--- config.mk ---
export PLATFORM = sky130hd
export DESIGN_NAME = yk_avg_compute
export DESIGN_NICKNAME = d
export VERILOG_FILES = /design/src/rtl/yk_pkg.sv /design/src/rtl/yk_avg_channel.sv /design/src/rtl/yk_avg_compute.sv
export SDC_FILE = /design/constraint.sdc
export NUM_CORES = 1
export LEC_CHECK = 0
export ABC_AREA = 1
export CORE_MARGIN = 5
export CORE_UTILIZATION = 50
export DETAILED_ROUTE_END_ITERATION = 8
export PLACE_DENSITY = 0.72
export SLEW_MARGIN = 20
export SYNTH_ARGS = -nofsm -noshare
export SYNTH_HDL_FRONTEND = slang
export SYNTH_SLANG_ARGS = --single-unit
--- constraint.sdc ---
create_clock -name clk -period 2.9 [get_ports clk]
set_input_delay 0.435 -clock clk [delete_from_list [all_inputs] [get_ports clk]]
set_output_delay 0.435 -clock clk [all_outputs]
set_load 0.02 [all_outputs]
--- src/rtl/yk_pkg.sv ---
// Shared types and helpers for the yk servo feedback conditioner.
// The sequencer states, the default widths and the signed clip helper are shared here.
package yk_pkg;

  typedef enum logic [1:0] {
    IDLE,
    SAMPLE,
    DONE
  } state_t;

  localparam int DEF_IN_W   = 8;
  localparam int DEF_OUT_W  = 9;
  localparam int DEF_OFFSET = 128;

  // Clamp a signed value into the range of an out_w-bit two's complement word.
  function automatic int sat_signed(input int value, input int out_w);
    int hi;
    int lo;
    hi = (1 << (out_w - 1)) - 1;
    lo = -(1 << (out_w - 1));
    if (value > hi) begin
      return hi;
    end else if (value < lo) begin
      return lo;
    end
    return value;
  endfunction

endpackage

--- src/rtl/yk_avg_channel.sv ---
// One channel of the moving average: history ring plus running sum.
// avg is the average the running sum will hold once the current sample is absorbed.
module yk_avg_channel
  import yk_pkg::*;
#(
  parameter int IN_W     = DEF_IN_W,
  parameter int LOG2_AVG = 2,
  parameter int PW       = (LOG2_AVG > 0) ? LOG2_AVG : 1
) (
  input  logic            clk,
  input  logic            rst,
  input  logic            en,
  input  logic            prime,
  input  logic [PW-1:0]   wptr,
  input  logic [IN_W-1:0] sample,
  output logic [IN_W-1:0] avg
);

  localparam int DEPTH = 1 << LOG2_AVG;
  localparam int SW    = IN_W + LOG2_AVG;

  logic [IN_W-1:0] ring [DEPTH];
  logic [SW-1:0]   sum_q;
  logic [SW-1:0]   sum_next;

  // The add/subtract may wrap transiently, but the true sum always fits in SW bits.
  always_comb begin
    sum_next = sum_q;
    if (prime) begin
      sum_next = SW'(sample) << LOG2_AVG;
    end else begin
      sum_next = sum_q + SW'(sample) - SW'(ring[wptr]);
    end
  end

  assign avg = IN_W'(sum_next >> LOG2_AVG);

  always_ff @(posedge clk) begin
    if (rst) begin
      sum_q <= '0;
      for (int i = 0; i < DEPTH; i++) begin
        ring[i] <= '0;
      end
    end else if (en) begin
      sum_q <= sum_next;
      if (prime) begin
        for (int i = 0; i < DEPTH; i++) begin
          ring[i] <= sample;
        end
      end else begin
        ring[wptr] <= sample;
      end
    end
  end

endmodule

--- src/rtl/yk_avg_compute.sv ---
// Multi-channel servo feedback conditioner: snapshot, moving average, offset removal
// and signed saturation, sequenced one channel per cycle.
module yk_avg_compute
  import yk_pkg::*;
#(
  parameter int CH       = 2,
  parameter int IN_W     = DEF_IN_W,
  parameter int OUT_W    = DEF_OUT_W,
  parameter int OFFSET   = DEF_OFFSET,
  parameter int LOG2_AVG = 2
) (
  input  logic                clk,
  input  logic                rst,
  input  logic                compute,
  input  logic [CH*IN_W-1:0]  pot,
  output logic [CH*OUT_W-1:0] yk,
  output logic [CH-1:0]       yk_sat,
  output logic                yk_valid,
  output logic                busy
);

  localparam int CW = (CH > 1) ? $clog2(CH) : 1;
  localparam int PW = (LOG2_AVG > 0) ? LOG2_AVG : 1;

  state_t                state;
  logic [CW-1:0]         ch_idx;
  logic [PW-1:0]         wptr;
  logic                  primed;
  logic [IN_W-1:0]       snap_q [CH];
  logic [IN_W-1:0]       avg    [CH];
  logic [CH*OUT_W-1:0]   stage_q;
  logic [CH*OUT_W-1:0]   stage_next;
  logic [CH-1:0]         stsat_q;
  logic [CH-1:0]         stsat_next;
  logic [IN_W-1:0]       cur_avg;
  logic signed [IN_W:0]  diff;
  int                    clipped;
  logic [OUT_W-1:0]      res;
  logic                  res_sat;

  for (genvar c = 0; c < CH; c++) begin : g_ch
    yk_avg_channel #(
      .IN_W    (IN_W),
      .LOG2_AVG(LOG2_AVG)
    ) u_ch (
      .clk   (clk),
      .rst   (rst),
      .en    (state == SAMPLE && ch_idx == CW'(c)),
      .prime (!primed),
      .wptr  (wptr),
      .sample(snap_q[c]),
      .avg   (avg[c])
    );
  end

  assign cur_avg = avg[ch_idx];
  assign diff    = $signed({1'b0, cur_avg}) - $signed((IN_W + 1)'(OFFSET));
  assign clipped = sat_signed(int'(diff), OUT_W);
  assign res     = clipped[OUT_W-1:0];
  assign res_sat = (clipped != int'(diff));

  // Staging with the active channel's fresh result merged in, so the last
  // channel can reach yk on the same edge it is computed.
  always_comb begin
    stage_next = stage_q;
    stsat_next = stsat_q;
    stage_next[ch_idx*OUT_W +: OUT_W] = res;
    stsat_next[ch_idx] = res_sat;
  end

  always_ff @(posedge clk) begin
    if (rst) begin
      state    <= IDLE;
      ch_idx   <= '0;
      wptr     <= '0;
      primed   <= 1'b0;
      busy     <= 1'b0;
      yk_valid <= 1'b0;
      yk       <= '0;
      yk_sat   <= '0;
      stage_q  <= '0;
      stsat_q  <= '0;
      for (int i = 0; i < CH; i++) begin
        snap_q[i] <= '0;
      end
    end else begin
      yk_valid <= 1'b0;
      case (state)
        IDLE: begin
          if (compute) begin
            for (int i = 0; i < CH; i++) begin
              snap_q[i] <= pot[i*IN_W +: IN_W];
            end
            ch_idx <= '0;
            busy   <= 1'b1;
            state  <= SAMPLE;
          end
        end
        SAMPLE: begin
          stage_q <= stage_next;
          stsat_q <= stsat_next;
          if (ch_idx == CW'(CH - 1)) begin
            yk       <= stage_next;
            yk_sat   <= stsat_next;
            primed   <= 1'b1;
            wptr     <= (LOG2_AVG == 0) ? '0 : wptr + 1'b1;
            yk_valid <= 1'b1;
            state    <= DONE;
          end else begin
            ch_idx <= ch_idx + 1'b1;
          end
        end
        DONE: begin
          busy  <= 1'b0;
          state <= IDLE;
        end
        default: begin
          state <= IDLE;
        end
      endcase
    end
  end

endmodule

== Word-level counts from Yosys, hierarchy flattened ==
Memory sizes are Yosys's and may differ from the RTL's. A register that Yosys moved wholly into a read port is not among the register bits.
Index checks and enable logic that the tools add are counted.

* Register bits: 68
* RAM bits: 80
* Bits of input ports: 19
* Word-level logic and storage cells: 125
* Memories: 3

* Add/sub/neg operators: 8
* $mul: 1
* Order comparisons: 5
* Equality and inequality tests: 5
* Shifts and indexed selects: 2
* Multiplexer cells: 63
* Bitwise operators: 13
* Reduce and logical (&&, ||, !) cells: 13

{| class="wikitable"
|+ Memories
! memory !! words !! bits a word !! rd ports !! clocked after Yosys merged registers in !! write ports !! line !! RTL
|-
| g_ch[0].u_ch.ring || 4 || 8 || 1 || 1 || 4 || yk_avg_channel.sv:22 || <nowiki>logic [IN_W-1:0] ring [DEPTH];</nowiki>
|-
| g_ch[1].u_ch.ring || 4 || 8 || 1 || 1 || 4 || yk_avg_channel.sv:22 ||
|-
| snap_q || 2 || 8 || 2 || 0 || 2 || yk_avg_compute.sv:29 || <nowiki>logic [IN_W-1:0] snap_q [CH];</nowiki>
|}

{| class="wikitable"
|+ Operators with widths
! kind !! number
|-
| 8-bit two-way mux || 15
|-
| 32-bit two-way mux || 3
|-
| 5-bit negator with 34-bit output || 1
|-
| 9-bit by 34-bit variable shift with 18-bit output, first input constant || 1
|-
| 9-bit by 34-bit variable part select with 18-bit output || 1
|-
| 32-bit by 9-bit inequality test with 1-bit output || 1
|-
| 1-bit two-way mux || 29
|-
| 10-bit by 8-bit adder with 10-bit output || 2
|-
| 10-bit two-way mux || 2
|-
| 10-bit by 8-bit subtractor with 10-bit output || 2
|-
| 18-bit bitwise mux || 1
|-
| 2-bit two-way mux || 8
|-
| 8-bit OR reduction || 2
|-
| 1-bit bitwise OR || 10
|-
| 9-bit greater-than comparator, second input constant || 1
|-
| 9-bit less-than comparator, second input constant || 1
|-
| 8-bit by 8-bit subtractor with 9-bit output, second input constant || 1
|-
| 2-bit AND reduction || 4
|-
| 1-bit by 4-bit multiplier with 5-bit output, second input constant || 1
|-
| 2-bit inequality test, second input constant || 2
|-
| 1-bit one-hot mux with 2 select lines || 2
|-
| 2-bit one-hot mux with 2 select lines || 1
|-
| 2-bit nonzero test || 2
|-
| 1-bit logical AND || 3
|-
| other kinds (13) || 14
|}

== Logic depth before layout (Yosys ltp) ==
Gate-level depths: netlist of the first run.

* Depth after elaboration: 13
* Gate-level depth with buffers: 19
* Gate-level depth less buffers: 18

== Modules after synthesis ==
From an unflattened synthesis of the first run, not the netlist that was laid out.

* Cell total of the unflattened synthesis: 855
* Area total of the unflattened synthesis: 7239.4 um^2

{| class="wikitable"
|+ By module, submodules not included
! module !! instances !! cells each !! area an instance (um^2) !! seq. area each (um^2)
|-
| yk_avg_channel (g_ch[1].u_ch) || 1 || 314 || 2610.0 || 1161.1
|-
| yk_avg_channel (g_ch[0].u_ch) || 1 || 314 || 2606.2 || 1161.1
|-
| yk_avg_compute || 1 || 227 || 2023.2 || 1241.2
|}

== Worst setup path before layout of the first run ==
No wires, ideal clock.

* Path kind: reg2reg
* Start point: reg (tool-made name)
* End point: reg g_ch[1].u_ch.sum_q[4]
* Data arrival time: 2476 ps
* Slack: 314 ps
* Stages on the path, launching flop included: 15
* Period minus slack after synthesis: 2586 ps
* Cell sequence: dfxtp_1 inv_1 clkbuf_1 o21ai_0 o22ai_1 fa_1 inv_1 ha_1 a21oi_1 nand2_1 or2_2 nand3_1 o211ai_1 nand2_1 inv_1

{| class="wikitable"
|+ RTL lines
! element !! line !! RTL
|-
| end signal, assigned || yk_avg_channel.sv:45 || <nowiki>sum_q <= sum_next;</nowiki>
|-
| end, declared || yk_avg_channel.sv:23 || <nowiki>logic [SW-1:0] sum_q;</nowiki>
|}

==> summary.txt, run 1 <==
Logic synthesis
  • Area share of the largest cell type after synthesis: 0.338
  • Post-synth top area cell: edfxtp_1
  • Post-Syn Area: around 7100 sq um
  • Post-synth EDFFs: 80
  • Yosys warns: 0
  • Synth top area cells: edfxtp_1 (34%), dfxtp_1 (17%), nor2_1 (8.1%)
  • Synth Instances: roughly 830
  • Syn avg cell area: 8.54 sq um
  • Synth unique cells: 38
  • Syn_nets: around 890
  • Synthesized flop and latch total: 140
  • Async S/R FF share, synth: 0
  • Post-synthesis sequential area ratio: 0.507
  • Most common flop cell mapped by yosys: edfxtp_1

Timing
  • Hold Slack: around 0.46 ns
  • Post-route minimum period: about 2.8 ns
  • Slack of the critical path: 0.0914 ns
  • FMAX: between 0.3 and 0.4 GHz
  • Pins Over Slew Limit: 0
  • Unrepaired setup endpoints after global routing: yes
  • Crit share post-route: 0.968
  • Relative max-transition margin: 0.620
  • Slew @ Worst Pin: between 0.5 and 0.6 ns
  • Final Hold Fails: 0
  • Skew final: about 0.013 ns
  • Final setup viols: 0

Floorplan
  • Die extent in y: about 130 microns
  • Die ar.: roughly 17000 sq um
  • Core area: ~14000 sq um
  • Die X: 129 microns
  • Initial Util: 0.510
  • Num ports: around 40
  • Std-Cell Rows: 43

Critical path
  • Critical Path AT: 3.10 ns
  • CP endpoint kind: register
  • CP bufs+invs: 3
  • R2R depth: 14
  • Crit-path cells: inv_1 > buf_6 > o21ai_0 > o22ai_1 > fa_1 > inv_1 > ha_1 > a21oi_1 > o21a_1 > nand2_1 > nand2_1 > nand3_1 > nand2_1 > a21oi_1
  • Worst path depth: 14
  • Delay-heaviest family, CP: compound AO/OA/AOI/OAI gates
  • Crit-path max FO: 16
  • Max incr delay on CP: around 0.5 ns
  • Req. time, crit path: between 3 and 4 ns
  • Slowest-stage cell, CP: fa_1
  • Critical Path Most Common Cell: nand2_1
  • Crit Path Class: register to register
  • Setup crit start kind: register

GRT
  • Global route overflow: 0
  • Largest net degree at the start of global routing: 34
  • Vias in the first global route: approximately 5500
  • First-pass GRT wire length: 27.2 mm
  • Antenna violations before repair: 0
  • Total track usage: 0.208

Placed design
  • Post-place instance area: around 7800 sq um
  • Place WS: roughly 0.13 ns
  • Routability Congestion: between 0.9 and 1
  • I/O Buffers: 40
  • DP Wirelength: about 11 mm

Finish
  • Finished Cell Area: between 8000 and 9000 sq um
  • # nets final: about 950
  • Share of post-route cells with drive strength above 1: 0.111
  • ANT cells: 0
  • Area delta synth->final: 18.9%

Clock network
  • Root Buffer: clkbuf_16
  • H-tree depth: 4
  • CTS max path bufs: 2
  • Clock insertion delay at the later pin of the skew report: between 0.4 and 0.5 ns
  • Clk sinks: 140
  • CTS Buf Count: 17
  • Clk slew on worst S/H paths: 0.06 ns
  • CTS tree: done

Power and ir drop
  • PwrDens: between 600 and 700 nW/um^2
  • Leakage: 3.83 nW
  • VDD IR max: about 420 uV

Route
  • Via count: roughly 5600
  • DRT Wirelength: around 16 mm
  • Routed Antenna Nets: 0
  • Drt drc: 0
  • Drt pass-1 iters: 5
  • Drt wl/cell: roughly 15 microns
  • Initial drt markers: between 400 and 500
  • Vias per cell: slightly above 5

Worst hold path
  • Worst min-delay path category: register to register
  • Hold Path Depth: 2
  • HP Start: g_ch[1].u_ch.sum_q[5]

Outcome
  • Status: complete, no violations

Flow run
  • Max-cap violation count: 0
-- cells in the mapped netlist (5+ instances only) --
cell        n
a21oi_1    28
buf_2       7
clkbuf_1   12
dfxtp_1    60
edfxtp_1   80
fa_1       16
ha_1       24
inv_1     143
inv_2       6
nand2_1   127
nand3_1    45
nand4_1     6
nor2_1    153
o211ai_1    6
o21ai_0    54
o22ai_1    16
or2_2       5
-- state kept, by name, indices dropped and copies added, names as in the netlist, named ones only --
signal / count
ch_idx: 1
wptr: 2
g_ch.u_ch.sum_q: 20
primed: 1
yk_valid: 1
g_ch.u_ch.ring: 64
yk_sat: 2
yk: 18
busy: 1
stage_q: 9
snap_q: 16
stsat_q: 1
state: 2
-- worst reg2reg max path: cells and delay by family, from the launching register on --
| kind | cells | cell delay, ns |
|---|---|---|
| buffers and inverters | 3 | 0.27 |
| AND/OR/NAND/NOR | 4 | 0.27 |
| adder cells (fa/ha/maj) | 2 | 0.87 |
| AO/OA/AOI/OAI | 5 | 0.91 |
| flip-flops | 1 | 0.35 |
-- metal layers --
metal	wire length, microns	GRT usage	up-vias
met2	7370	0.325	194
met1	7710	0.296	2618
met4	288	0.0686	0
met5	0	0	-
li1	-	-	2797
met3	902	0.0330	28
-- worst paths after layout --
kind | to | slack, ns
setup / recovery | yk[15] | 0.09
hold / removal | g_ch[1].u_ch.sum_q[5] | 0.46
setup reg to reg | yk[15] | 0.09
hold reg to reg | g_ch[1].u_ch.sum_q[5] | 0.46
-- layout by cell type, fill, tap and decap left out, types with 4 or more instances in the layout --
cell             synthesis  layout
a21oi_1                 28      24
a31oi_1                  4       4
buf_4                    3      24
buf_6                    1       5
clkbuf_16                0      18
clkdlybuf4s50_1          0      40
clkinv_2                 0       5
dfxtp_1                 60      59
edfxtp_1                80      80
fa_1                    16      14
ha_1                    24      20
ha_2                     0       4
inv_1                  143     143
inv_2                    6       6
inv_4                    0       5
nand2_1                127     127
nand3_1                 45      44
nand4_1                  6       6
nor2_1                 153     153
o211ai_1                 6       6
o21ai_0                 54      46
o21ai_1                  4      11
o21ai_2                  4       5
o22ai_1                 16      13
or2_2                    5       5
-- through the flow --
step	power [mW]	TNS [ns]	utilization	std cells
after global routing	5.78	-0.0459	0.606	1087
after detailed placement	3.46	0	0.561	1055
after floorplan	3.14	0	-	832
after global placement	3.44	0	0.561	1055
final	5.49	0	0.606	1087
after CTS	5.45	0	0.600	1087
-- timing repair --
item,CTS,global route
gates resized for setup,0,29
setup buffers,0,0
hold endpoints to repair,0,0
endpoints found under the setup margin,0,23
hold buffers,0,0
-- power breakdown --
| part | switching [mW] | internal [mW] | total, mW |
|---|---|---|---|
| Sequential | 0.0555 | 2.25 | 2.30 |
| Clock | 0.862 | 1.14 | 2.00 |
| Combinational | 0.751 | 0.436 | 1.19 |
-- area by class of cell --
class	count	area [sq um]
tap	180	225
fill	1185	5490
clock inverter	14	88.8
sequential	140	3600
multi-input combinational	516	2880
inverter	150	563
clock buffer	18	450
timing repair buffer	69	637
-- logic make-up (layout without fill, tap and decap cells) --
group	Yosys count	count (layout)	synth area share
AO/OA/AOI/OAI	124	124	0.0985
XOR/XNOR	5	5	0.00617
adder cells (fa/ha/maj)	40	40	0.0874
buffers and inverters	176	251	0.0969
flip-flops	140	140	0.507
AND/OR/NAND/NOR	347	347	0.204
No activity file was read; power rests on OpenSTA's default activity.
==> inputs of run 2 (changes only) <==
- DONT_BUFFER_PORTS: not set -> 1
- PLACE_DENSITY: 0.72 -> 0.68
==> run 2 against run 1 <==
Effect of this change:
- routed wire length down 1.5%
- maximum frequency hardly changed
- sequential power is essentially flat
- sequential share of layout area increased by 1.7 points
- clock power rose by 5%
- hold slack worse by 0.38 ns
- total power is 1.4% higher
- final area fell by 3.8%
- largest cell class unchanged
==> summary.txt, run 2 (synthesized netlist as in run 1, its figures left out) <==
Timing
  • Pins Over Slew Limit: 0 (unchanged)
  • Final setup viols: 0 (unchanged)
  • FMAX: 0.356 GHz (about the same)
  • Final Hold Fails: 0 (unchanged)
  • Post-route minimum period: 2.81 ns (-0.000574 ns)
  • Crit share post-route: 0.968 (about the same)
  • Slew @ Worst Pin: 0.749 ns (+0.180 ns)
  • Hold Slack: 0.0876 ns (-0.376 ns)
  • Relative max-transition margin: 0.497 (-0.123)
  • Final setup TNS: 0 ns (unchanged)
  • Skew final: 0.0111 ns (-0.00182 ns)
  • Unrepaired setup endpoints after global routing: yes

Route
  • Via count: 5437 (-3.5%)
  • Initial drt markers: 411 (-9.5%)
  • Drt drc: 0 (unchanged)
  • DRT Wirelength: 16.0 mm (-1.5%)
  • Vias per cell: 5.20 (+0.23%)
  • Drt wl/cell: 15.3 microns (+2.4%)
  • Routed Antenna Nets: 0 (unchanged)
  • Drt pass-1 iters: 5 (unchanged)

Floorplan
  • Die extent in y: 129 microns (unchanged)
  • Num ports: 41 (unchanged)
  • Initial Util: 0.510 (unchanged)
  • Die ar.: 16700 sq um (unchanged)
  • Core area: 13900 sq um (unchanged)
  • Std-Cell Rows: 43 (unchanged)
  • Die X: 129 microns (unchanged)

GRT
  • Global route overflow: 0 (unchanged)
  • Total track usage: 0.203 (-0.00463)
  • First-pass GRT wire length: 26.6 mm (-2.2%)
  • Largest net degree at the start of global routing: 34 (unchanged)
  • Antenna violations before repair: 0 (unchanged)
  • Vias in the first global route: 5371 (-1.5%)

Finish
  • Final core occ: 0.583 (-0.0229)
  • Share of post-route cells with drive strength above 1: 0.124 (+0.0122)
  • Largest Register: g_ch.u_ch.ring
  • ANT cells: 0 (unchanged)
  • Area delta synth->final: 14.4%
  • Most common cell after layout, fill and taps aside: nor2_1
  • Commonest non-fill, non-tap cells in the layout: nor2_1 (152), inv_1 (143), nand2_1 (126), edfxtp_1 (80), dfxtp_1 (60)
  • Largest register FFs: 64 (unchanged)
  • # nets final: 912 (-4.3%)
  • Fill count: 1176 (-0.76%)
  • Largest registers: g_ch.u_ch.ring (64), g_ch.u_ch.sum_q (20), yk (18)

Placed design
  • I/O Buffers: 0 (-100%)
  • DP Wirelength: 11.3 mm (-0.30%)
  • Routability Congestion: 0.944 (+2.8%)

Clock network
  • Clk slew on worst S/H paths: 0.06 ns (about the same)
  • Clk sinks: 140 (unchanged)
  • H-tree depth: 4 (unchanged)
  • Post-CTS Resized: 0 (unchanged)
  • CTS tree: done
  • CTS max path bufs: 2 (unchanged)
  • Root Buffer: clkbuf_16
  • Postcts setup bufs: 0 (unchanged)
  • CTS Buf Count: 17 (unchanged)
  • Number of hold buffers added after CTS: 0 (unchanged)
  • Clock insertion delay at the later pin of the skew report: 0.42 ns (about the same)

Critical path
  • Critical Path AT: 3.12 ns (+0.02 ns)
  • Req. time, crit path: 3.21 ns (+0.02 ns)
  • Max incr delay on CP: 0.50 ns (about the same)
  • Critical Path Most Common Cell: nand3_1
  • Setup crit start kind: register
  • Slowest-stage cell, CP: fa_1
  • Crit Path Class: register to register
  • Crit-path cells: buf_4 > o21ai_0 > o22ai_2 > fa_1 > inv_1 > ha_1 > nand2_1 > nor2_1 > nand3_1 > nand3_1 > nand2_1 > nand3_1 > nand3_1 > nand2_1 > inv_1
  • Delay-heaviest family, CP: adder cells
  • CP bufs+invs: 3 (unchanged)
  • CP endpoint kind: register
  • Crit-path max FO: 16 (unchanged)

Worst hold path
  • Worst min-delay path category: primary input to register

Power and ir drop
  • VDD IR max: 388 uV (-7.6%)
  • Leakage: 3.71 nW (-3.2%)
  • Power Total: 5.57 mW (+1.4%)
  • PwrDens: 685 nW/um^2 (+5.4%)

Outcome
  • Status: complete, no violations

Flow run
  • Max-cap violation count: 0 (unchanged)
-- run 2: area by class of cell --
| class | instances | area [sq um] | area share |
|---|---|---|---|
| flip-flops and latches | 140 | 3600 | 0.443 |
| clock buffers | 22 | 495 | 0.0610 |
| repair buffers | 28 | 223 | 0.0274 |
| multi-input cells | 516 | 2940 | 0.361 |
| inverters | 150 | 563 | 0.0693 |
| clock inverters | 10 | 82.6 | 0.0102 |
| well taps | 180 | 225 | 0.0277 |
-- run 2: per-layer routing --
layer | up-vias | track usage | part of all wire
li1 | 2716 | - | -
met2 | 167 | 0.306 | 0.45
met5 | - | 0 | 0
met3 | 27 | 0.0470 | 0.070
met4 | 0 | 0.0772 | 0.020
met1 | 2527 | 0.286 | 0.45
-- run 2: path summary, 6_finish.rpt --
path	startpoint	cells after the start	slack, ns	endpoint
worst max-delay path	register	15	0.09	g_ch[1].u_ch.sum_q[9]
worst min-delay path	rst	1	0.09	g_ch[1].u_ch.sum_q[8]
worst max register to register	register	15	0.09	g_ch[1].u_ch.sum_q[9]
worst min register to register	g_ch[1].u_ch.sum_q[7]	2	0.46	g_ch[1].u_ch.sum_q[7]
-- run 2: through the flow --
step	setup WS, ns	std cells	area, sq um
floorplan	0.314	832	7100
global placement	0.136	1014	7430
detailed placement	0.141	1014	7430
CTS	0.115	1046	8010
global route	-0.0742	1046	8130
finish	0.0920	1046	8130
-- run 2: where the power goes --
| part | leakage (nW) | switching (mW) | internal [mW] |
|---|---|---|---|
| sequential | 1.33 | 0.0708 | 2.25 |
| combinational | 2.08 | 0.729 | 0.423 |
| clock | 0.296 | 0.805 | 1.30 |
| total | 3.71 | 1.61 | 3.96 |
==> inputs of run 3 (changes only) <==
- CORE_UTILIZATION: 50 -> 30
- PLACE_DENSITY: 0.68 -> 0.47
==> run 3 against run 2 <==
Effect of this change:
- non-clock buffer count is 5 higher
- critical path depth is the same
- sequential power is essentially flat
==> summary.txt, run 3 (synthesized netlist as in run 1, its figures left out) <==
Placed design
  • I/O Buffers: 0 (unchanged)
  • Place WS: 0.118 ns (-0.0230 ns)
  • DP Wirelength: 12.7 mm (+13%)
  • Routability Congestion: 0.822 (-13%)

Worst hold path
  • Worst min-delay path category: primary input to register

Route
  • Drt pass-1 iters: 4 (-1)
  • DRT Wirelength: 17.5 mm (+9.4%)
  • Drt wl/cell: 14.7 microns (-3.8%)
  • Via count: 5380 (-1.0%)
  • Initial drt markers: 338 (-18%)
  • Drt drc: 0 (unchanged)
  • Routed Antenna Nets: 0 (unchanged)
  • Vias per cell: 4.52 (-13%)

Critical path
  • CP endpoint kind: register
  • Critical Path Most Common Cell: nand2_1
  • Setup crit start kind: register
  • Crit Path Class: register to register
  • Critical Path AT: 3.07 ns (-0.05 ns)
  • Slowest-stage cell, CP: fa_1
  • Crit-path cells: inv_1 > buf_4 > o21ai_0 > o22ai_1 > fa_1 > fa_1 > inv_1 > nand3_1 > nand2_1 > nand2_1 > nand2_1 > nand2_1 > nand3_1 > nand2_1 > a21oi_1
  • Crit-path max FO: 5 (-11)
  • Req. time, crit path: 3.25 ns (+0.04 ns)
  • Max incr delay on CP: 0.51 ns (about the same)

Clock network
  • H-tree depth: 4 (unchanged)
  • Clock insertion delay at the later pin of the skew report: 0.42 ns (about the same)
  • CTS tree: done
  • Clk sinks: 140 (unchanged)
  • CTS max path bufs: 2 (unchanged)
  • Number of hold buffers added after CTS: 0 (unchanged)
  • Root Buffer: clkbuf_16
  • CTS Buf Count: 17 (unchanged)
  • Clk slew on worst S/H paths: 0.06 ns (about the same)

Outcome
  • Status: complete, no violations

Floorplan
  • Die X: 164 microns (+27%)
  • Std-Cell Rows: 56 (+30%)
  • Num ports: 41 (unchanged)
  • Initial Util: 0.304 (-0.206)
  • Core area: 23400 sq um (+68%)
  • Die extent in y: 164 microns (+27%)
  • Die ar.: 26900 sq um (+61%)

Finish
  • Largest registers: g_ch.u_ch.ring (64), g_ch.u_ch.sum_q (20), yk (18)
  • Largest register FFs: 64 (unchanged)
  • # nets final: 917 (+0.55%)
  • Area delta synth->final: 17.0%
  • Largest Register: g_ch.u_ch.ring
  • Share of post-route cells with drive strength above 1: 0.122 (-0.00186)
  • Most common cell after layout, fill and taps aside: nor2_1
  • Commonest non-fill, non-tap cells in the layout: nor2_1 (151), inv_1 (142), nand2_1 (127), edfxtp_1 (80), dfxtp_1 (59)
  • ANT cells: 0 (unchanged)

GRT
  • Global route overflow: 0 (unchanged)
  • Vias in the first global route: 5381 (+0.19%)
  • Largest net degree at the start of global routing: 34 (unchanged)
  • First-pass GRT wire length: 28.3 mm (+6.5%)
  • Antenna violations before repair: 0 (unchanged)
  • Total track usage: 0.136 (-0.0668)

Timing
  • Relative max-transition margin: 0.472 (-0.0247)
  • Pins Over Slew Limit: 0 (unchanged)
  • Skew final: 0.00821 ns (-0.00286 ns)
  • Final setup viols: 0 (unchanged)
  • Final Hold Fails: 0 (unchanged)
  • FMAX: 0.369 GHz (+3.5%)
  • Post-route minimum period: 2.71 ns (-0.0962 ns)
  • Crit share post-route: 0.935 (-0.0332)
  • Slack of the critical path: 0.188 ns (+0.0962 ns)
  • Slew @ Worst Pin: 0.789 ns (+0.0402 ns)
  • Final setup TNS: 0 ns (unchanged)

Power and ir drop
  • PwrDens: 668 nW/um^2 (-2.5%)
  • Leakage: 3.71 nW (+0.16%)
  • Power Total: 5.55 mW (-0.27%)
  • VDD IR max: 414 uV (+6.8%)

Flow run
  • Max-cap violation count: 0 (unchanged)
[run 3: metal layers]
| metal | vias to the layer above | GRT usage | part of all wire |
|---|---|---|---|
| met1 | 2548 | 0.184 | 0.49 |
| met2 | 81 | 0.219 | 0.46 |
| met3 | 19 | 0.0253 | 0.032 |
| met5 | - | 0 | 0 |
| met4 | 0 | 0.0480 | 0.016 |
| li1 | 2732 | - | - |
[run 3: final timing paths]
check,start,endpoint,slack [ns],depth (start not counted)
max,register,yk[15],0.19,15
min,rst,busy,0.08,1
max reg2reg,register,yk[15],0.19,15
min reg2reg,g_ch[1].u_ch.sum_q[5],g_ch[1].u_ch.sum_q[5],0.46,2
[run 3: area by class of cell]
| cell class | instances | area, sq um |
|---|---|---|
| Clock inverter | 9 | 86.3 |
| Tap cell | 319 | 399 |
| Sequential cell | 140 | 3600 |
| Clock buffer | 23 | 479 |
| Multi-Input combinational cell | 516 | 2910 |
| Inverter | 150 | 563 |
| Fill cell | 2517 | 15100 |
| Timing Repair Buffer | 33 | 272 |
[run 3: critical path, delay by kind of cell (launching register included)]
kind / cells / cell delay [ns]
AO/OA/AOI/OAI: 3 / 0.41
adder cells (fa/ha/maj): 2 / 0.99
buffers and inverters: 3 / 0.39
flip-flops: 1 / 0.32
AND/OR/NAND/NOR: 7 / 0.54
[run 3: power by group]
part	switching, mW	internal (mW)	total, mW
registers	0.0724	2.25	2.32
clock network	0.841	1.26	2.10
logic	0.720	0.418	1.14
total	1.63	3.92	5.55
[run 3: per-stage QoR]
stage,cells,utilization,hold WS [ns],instance area [sq um]
6_report,1190,0.355,0.0791,8310
4_1_cts,1190,0.351,0.0614,8210
3_3_place_gp,1158,0.327,0.445,7640
3_5_place_dp,1158,0.327,0.451,7640
5_1_grt,1190,0.355,0.0651,8310
2_1_floorplan,832,-,0.429,7100
[run 3: repair_timing]
action	4_1_cts	5_1_grt
hold endpoints to repair	0	0
resized for setup	0	28
buffers inserted	0	0
endpoints found under the setup margin	0	27
